**config.mk**
```make
export PLATFORM = sky130hd
export DESIGN_NAME = led_seq_ctrl
export DESIGN_NICKNAME = d
export VERILOG_FILES = /design/src/rtl/led_seq_ctrl.sv
export SDC_FILE = /design/constraint.sdc
export NUM_CORES = 1
export LEC_CHECK = 0
export ABC_AREA = 1
export CAP_MARGIN = 40
export CORE_ASPECT_RATIO = 0.7
export CORE_MARGIN = 2
export CORE_UTILIZATION = 59
export DETAILED_ROUTE_END_ITERATION = 6
export GPL_TIMING_DRIVEN = 0
export PLACE_DENSITY = 0.79
export SETUP_SLACK_MARGIN = 0.05
export SLEW_MARGIN = 0
export SYNTH_ARGS = -nofsm -noshare
export SYNTH_HDL_FRONTEND = slang
export SYNTH_SLANG_ARGS = --single-unit
```
**constraint.sdc**
```tcl
create_clock -name clk -period 2.3 [get_ports clk]
set_input_delay 0.345 -clock clk [delete_from_list [all_inputs] [get_ports clk]]
set_output_delay 0.345 -clock clk [all_outputs]
set_load 0.05 [all_outputs]
```
**src/rtl/led_seq_ctrl.sv**
```systemverilog
// Status-LED sequencer: steps through up to four (level, duration) entries,
// driving the data/output-enable pair of a tristate pin from a built-in tick divider.
module led_seq_ctrl #(
    parameter int TICK_DIV = 2560000,
    parameter int DUR_W    = 8
) (
    input  logic             clk,
    input  logic             rst,
    input  logic             cfg_we,
    input  logic [1:0]       cfg_addr,
    input  logic [1:0]       cfg_level,
    input  logic [DUR_W-1:0] cfg_dur,
    input  logic [1:0]       cfg_last,
    input  logic             cfg_loop,
    input  logic             start,
    input  logic             stop,
    output logic             busy,
    output logic             done,
    output logic [1:0]       step_idx,
    output logic             led_o,
    output logic             led_oe
);

    localparam int CNT_W = (TICK_DIV > 2) ? $clog2(TICK_DIV) : 1;
    localparam logic [CNT_W-1:0] CNT_MAX = CNT_W'(TICK_DIV - 1);

    typedef enum logic {
        S_IDLE = 1'b0,
        S_RUN  = 1'b1
    } state_t;

    state_t             state_q, state_d;
    logic [CNT_W-1:0]   cnt_q, cnt_d;
    logic [DUR_W-1:0]   rem_q, rem_d;
    logic [1:0]         idx_q, idx_d;
    logic [1:0]         last_q, last_d;
    logic               loop_q, loop_d;
    logic               done_q, done_d;
    logic               led_o_q, led_o_d;
    logic               led_oe_q, led_oe_d;
    logic [1:0]         lvl_q [4];
    logic [1:0]         lvl_d [4];
    logic [DUR_W-1:0]   dur_q [4];
    logic [DUR_W-1:0]   dur_d [4];

    logic               tick;
    logic [1:0]         nxt_idx;

    // Returns {led_o, led_oe}; the reserved code falls back to off.
    function automatic logic [1:0] lvl_pins(input logic [1:0] lvl);
        case (lvl)
            2'b01:   return 2'b10;
            2'b10:   return 2'b01;
            default: return 2'b11;
        endcase
    endfunction

    always_comb begin
        state_d  = state_q;
        cnt_d    = cnt_q;
        rem_d    = rem_q;
        idx_d    = idx_q;
        last_d   = last_q;
        loop_d   = loop_q;
        done_d   = 1'b0;
        led_o_d  = led_o_q;
        led_oe_d = led_oe_q;
        lvl_d    = lvl_q;
        dur_d    = dur_q;
        tick     = (cnt_q == CNT_MAX);
        nxt_idx  = idx_q + 2'd1;

        if (cfg_we && state_q == S_IDLE) begin
            lvl_d[cfg_addr] = cfg_level;
            dur_d[cfg_addr] = cfg_dur;
        end

        case (state_q)
            S_IDLE: begin
                cnt_d               = '0;
                idx_d               = 2'd0;
                {led_o_d, led_oe_d} = 2'b11;
                if (start && !stop) begin
                    // Reads the pre-write table so a same-cycle write to step 0 is not seen.
                    state_d             = S_RUN;
                    last_d              = cfg_last;
                    loop_d              = cfg_loop;
                    rem_d               = dur_q[0];
                    {led_o_d, led_oe_d} = lvl_pins(lvl_q[0]);
                end
            end
            S_RUN: begin
                if (stop) begin
                    state_d             = S_IDLE;
                    cnt_d               = '0;
                    idx_d               = 2'd0;
                    {led_o_d, led_oe_d} = 2'b11;
                end else begin
                    cnt_d = tick ? '0 : cnt_q + CNT_W'(1);
                    if (tick) begin
                        if (rem_q != '0) begin
                            rem_d = rem_q - DUR_W'(1);
                        end else if (idx_q != last_q) begin
                            idx_d               = nxt_idx;
                            rem_d               = dur_q[nxt_idx];
                            {led_o_d, led_oe_d} = lvl_pins(lvl_q[nxt_idx]);
                        end else if (loop_q) begin
                            idx_d               = 2'd0;
                            rem_d               = dur_q[0];
                            {led_o_d, led_oe_d} = lvl_pins(lvl_q[0]);
                        end else begin
                            state_d             = S_IDLE;
                            done_d              = 1'b1;
                            cnt_d               = '0;
                            idx_d               = 2'd0;
                            {led_o_d, led_oe_d} = 2'b11;
                        end
                    end
                end
            end
            default: state_d = S_IDLE;
        endcase
    end

    always_ff @(posedge clk) begin
        if (rst) begin
            state_q  <= S_IDLE;
            cnt_q    <= '0;
            rem_q    <= '0;
            idx_q    <= 2'd0;
            last_q   <= 2'd0;
            loop_q   <= 1'b0;
            done_q   <= 1'b0;
            led_o_q  <= 1'b1;
            led_oe_q <= 1'b1;
            for (int i = 0; i < 4; i++) begin
                lvl_q[i] <= 2'b00;
                dur_q[i] <= '0;
            end
        end else begin
            state_q  <= state_d;
            cnt_q    <= cnt_d;
            rem_q    <= rem_d;
            idx_q    <= idx_d;
            last_q   <= last_d;
            loop_q   <= loop_d;
            done_q   <= done_d;
            led_o_q  <= led_o_d;
            led_oe_q <= led_oe_d;
            lvl_q    <= lvl_d;
            dur_q    <= dur_d;
        end
    end

    assign busy     = (state_q == S_RUN);
    assign done     = done_q;
    assign step_idx = idx_q;
    assign led_o    = led_o_q;
    assign led_oe   = led_oe_q;

endmodule

```
After elaboration in Yosys (flattened, before gate mapping)
Index checks and enable logic that the tools add are counted.

word-level totals
  bits in registers = 79
  input port bits = 20
  output and inout port bits = 6
  word-level logic and storage cells = 103

cells by class
  $add $sub $neg = 3
  $lt $le $gt $ge = 3
  eq/ne operators = 12
  multiplexer cells = 55
  bitwise logic cells = 4
  reduce and logical (&&, ||, !) cells = 9

operators with widths
  cell                     number
  $mux W22                 6
  $mux W8                  9
  $pmux W22 S2             1
  $bwmux W32               1
  $add A22 B1 Y22 const B  1
  $eq A22 B22 Y1 const B   1
  $mux W1                  19
  $bmux W8 S2              1
  $demux W8 S2             1
  $pmux W8 S2              1
  $mux W2                  7
  $pmux W2 S2              3
  $bwmux W8                1
  $reduce_bool A8 Y1       1
  $sub A8 B1 Y8 const B    1
  $ge A3 B3 Y1 const B     2
  $not A2 Y3               2
  $pmux W1 S2              3
  $reduce_or A6 Y1         1
  $bmux W2 S2              1
  $demux W2 S2             1
  $eq A2 B1 Y1 const B     2
  $eq A2 B2 Y1 const B     2
  $ne A2 B1 Y1 const B     2
  other kinds (12)         16

Logic depth before layout (Yosys ltp)
Gate-level depths: netlist (run 1).

  word-level depth = 12
  gate-level depth with buffers = 12
  mapped depth without buffers = 11

Worst setup path before layout (run 1)
No wires, ideal clock.

  path type = flip-flop to flip-flop
  start = reg idx_q[0], in the netlist step_idx[0]
  end = reg rem_q[4]
  setup time = 111 ps
  arrival time = 1,702 ps
  required time = 2,189 ps
  setup slack = 487 ps
  stages on the path, launching flop included = 12
  buffers on the path = 2
  cell sequence = dfxtp_1 buf_2 inv_2 nand2_1 nand4_2 buf_2 nand2_1 nand3_1 nand2_1 clkinv_1 nor2_1 nor2_1

between the ends
  cells in the longest elaborated chain, start to end = 10
  elaborated cells on any way between the ends = 13
  those cells by class = add/sub (1); eq/ne (2); mux (8); bitwise (1); reduce/logical (1)

ends and longest elaborated chain
  what                                         RTL line  source
  from (decl)                                  35        logic [1:0] idx_q, idx_d;
  from (signal assigned)                       144       idx_q <= idx_d;
  $add A2 B1 Y2                                71        nxt_idx = idx_q + 2'd1;
  $not A2 Y3 (not written as such)             105       rem_d = dur_q[nxt_idx];
  $bmux W8 S2                                  105
  $mux W8 (not written as such) (2 in series)  105
  $mux W8                                      103       end else if (idx_q != last_q) begin
  $mux W8                                      101       if (rem_q != '0) begin
  $mux W8                                      100       if (tick) begin
  $mux W8                                      93        if (stop) begin
  $pmux W8 S2                                  78        case (state_q)
  to (signal assigned)                         143       rem_q <= rem_d;
  to (decl)                                    34        logic [DUR_W-1:0] rem_q, rem_d;

Several ways; a longest one is shown, not always the timed one. The select of a mux whose other input is x is not followed.
A chain may end at the register's enable or synchronous reset.

Worst setup path in the final report (run 1)
  start = reg idx_q[1], in the netlist step_idx[1]
  end = out step_idx[1]

RTL lines
  what       RTL line  source
  to (decl)  19        output logic [1:0] step_idx,

No word-level cell between the ends.

==> flow_summary.json, run 1 <==
{
  "status": "finished, final reports clean",
  "clock_path_buffers": 2,
  "intPower_uw": 2040,
  "antenna_found_initial": 0,
  "drc": 0,
  "p_leak_uw": 0.00197,
  "rrSetupSlack_ps": 400,
  "postRouteAntennaNets": 0,
  "cts_resized": 0,
  "yosys_register_bits": 79,
  "ctsHoldBuffers": 0,
  "worstPathRequired_ps": 1960,
  "grt_pass1_wl_mm": 16.8,
  "worstPathCellList": "clkdlybuf4s50_1",
  "synthMostInstantiatedCell": "nand2_1",
  "tritoncts": "done",
  "synth-warning-count": 0,
  "grt_use_total": 0.277,
  "avgRoutedWirePerCell_microns": 13.5,
  "async_reset_ff_frac": 0,
  "ir_drop_mv": 0.467,
  "crit_buf_inv": 1,
  "post_cts_buffers": 0,
  "crit_family": "buffers and inverters",
  "p_seq_frac": 0.505,
  "crit_path_start_kind": "flip-flop",
  "fin_nets": 683,
  "synth.area.top_cells": "dfxtp_1 38%, nand2_1 15%, nor2_1 9.1%",
  "synthTopCellsByCount": "163 x nand2_1, 101 x nor2_1, 79 x dfxtp_1, 62 x o21ai_0, 57 x inv_1",
  "clock_latency_ps": 350,
  "skew_ps": 7.57,
  "cts_buffers": 9,
  "cts.clk_slew.worst_paths_ps": 80,
  "drtIter0Drc": 353,
  "synth_edf_count": 0,
  "p_total_uw": 2890,
  "crit_path_end_kind": "output port",
  "rsz0062_at_grt": "false",
  "num_vias": 4050,
  "setup-tns-final_ps": 0,
  "wl_mm": 10.3,
  "syn-instance-count": 624,
  "drive_gt1_frac": 0.0947,
  "clockRootBuffer": "clkbuf_8",
  "clock_power_share": 0.342,
  "synth_top_area_share": 0.380,
  "pin_count": 26,
  "hold_viol": 0,
  "firstDrtPassIters": 5,
  "worst_hold_path_type": "flip-flop to flip-flop",
  "die-width_microns": 104,
  "num_antenna_cells": 0,
  "max_cap_violations": 0,
  "synth_fp_nets": 647,
  "grt_pass1_vias": 3458,
  "place.gp.congestion": 0.925,
  "p_switching_uw": 846,
  "min_period_over_period": 0.902,
  "slew_headroom": 0.622,
  "crit_fanout": 6,
  "rows": 25,
  "htree_levels": 3,
  "netlist_area_sq_um": 4170,
  "viasPerCell": 5.34,
  "die_height_microns": 74.3,
  "synth.avg_cell_area_sq_um": 6.68,
  "slew_viol_final": 0,
  "hpwl_mm": 7.79,
  "slowest_stage": "clkdlybuf4s50_1",
  "synth_largest_area_cell": "dfxtp_1",
  "grt_max_degree": 15,
  "synth_flop_cell": "dfxtp_1",
  "min_period_ps": 2070,
  "io_buffers": 25,
  "setup_viol": 0,
  "slowest_delay_ps": 880,
  "initial_core_util": 0.614,
  "synth_seq_area_share": 0.380,
  "comb_power_share": 0.154,
  "max_freq_ghz": 0.482,
  "yosysUniqueCellTypes": 34,
  "area_delta_synth_final_pct": 13.5,
  "switching_share": 0.293,
  "design.core.area_sq_um": 6790,
  "gr-total-overflow": 0,
  "tightest_slew_ps": 563,
  "path_class": "flip-flop to output port",
  "arrival_ps": 1730,
  "dieArea_sq_um": 7760,
  "clock_sinks": 79,
  "power.density_nw_per_um2": 611
}
==> logic make-up (layout without fill, tap and decap cells) <==
group / after synthesis / count (layout) / synth area share
AOI/OAI and AO/OA: 101 / 101 / 0.125
and+or+nand+nor: 352 / 352 / 0.391
xor gates and xnor gates: 10 / 10 / 0.0210
buffers and inverters: 79 / 120 / 0.0751
DFF: 79 / 79 / 0.380
adders and majority gates: 3 / 3 / 0.00901
==> placed cells by master (no fill, tap or decap) <==
cell type,instances
buf_2,4
xnor2_1,4
nor2_1,101
buf_1,1
nand2_1,163
clkbuf_1,10
clkinvlp_4,2
nor3_2,4
nand3_2,4
nand2_2,7
a221oi_1,1
xor2_1,6
or2_2,4
inv_1,57
a21oi_1,33
nor3b_2,1
a22oi_1,2
nand4_1,4
a31oi_1,2
nor2_4,10
clkdlybuf4s50_1,25
inv_6,1
clkinv_1,2
nor2_8,1
ha_1,3
nor3_1,11
clkbuf_8,11
buf_4,1
o21ai_0,62
clkinv_4,2
buf_6,1
nor3b_1,1
dfxtp_1,79
nor2_2,3
nand3_1,34
nand4_2,1
nand3_4,3
inv_2,3
o21a_1,1
==> routing by layer <==
metal | up-vias | GRT usage | routed length, microns
met2 | 155 | 0.407 | 4120
li1 | 2065 | - | -
met1 | 1824 | 0.410 | 5160
met4 | 0 | 0.0616 | 82
met5 | - | 0 | 0
met3 | 6 | 0.0710 | 897
==> power groups by stage <==
stage / Sequential [uW] / Combinational (uW) / Clock [uW]
global route: 1460 / 501 / 1060
global placement: 1490 / 427 / 0
detailed placement: 1490 / 435 / 0
finish: 1460 / 444 / 986
CTS: 1460 / 440 / 1010
floorplan: 1490 / 299 / 0
==> final timing paths <==
| path | from | to | depth (start not counted) |
|---|---|---|---|
| hold / removal | dur_q[2] | dur_q[2] | 2 |
| setup reg to reg | rem_q[0] | busy | 8 |
| hold reg to reg | dur_q[2] | dur_q[2] | 2 |
| setup / recovery | step_idx[1] | step_idx[1] | 1 |
==> registers in the layout (all words and copies together), names as in the netlist <==
register	cells
last_q	2
loop_q	1
busy	1
led_o	1
cnt_q	22
dur_q	32
rem_q	8
led_oe	1
step_idx	2
lvl_q	8
done	1
==> cell type report <==
| cell class | instances | area, sq um |
|---|---|---|
| Multi-Input combinational cell | 466 | 2270 |
| Fill cell | 592 | 2060 |
| Sequential cell | 79 | 1580 |
| Timing Repair Buffer | 25 | 250 |
| Inverter | 62 | 233 |
| Clock buffer | 11 | 151 |
| Tap cell | 94 | 118 |
| Buffer | 17 | 80.1 |
| Clock inverter | 5 | 41.3 |
==> per-stage QoR <==
| stage | instances | hold WS [ps] | area (sq um) | setup slack (ps) | util |
|---|---|---|---|---|---|
| floorplan | 624 | 414 | 4170 | 487 | - |
| global placement | 743 | 433 | 4530 | 174 | 0.668 |
| detailed placement | 743 | 444 | 4530 | 178 | 0.668 |
| CTS | 759 | 453 | 4730 | 227 | 0.696 |
| global route | 759 | 469 | 4730 | 185 | 0.696 |
| finish | 759 | 453 | 4730 | 226 | 0.696 |
No activity file was read; power rests on OpenSTA's default activity.
==> run 2: changes to the inputs <==
CAP_MARGIN = 20   (was 40)
CTS_CLUSTER_SIZE = 24   (was default)
HOLD_SLACK_MARGIN = 0.05   (was default)
==> results of run 2 <==
Same layout as run 1: the final DEF is identical, and so are final timing and power.
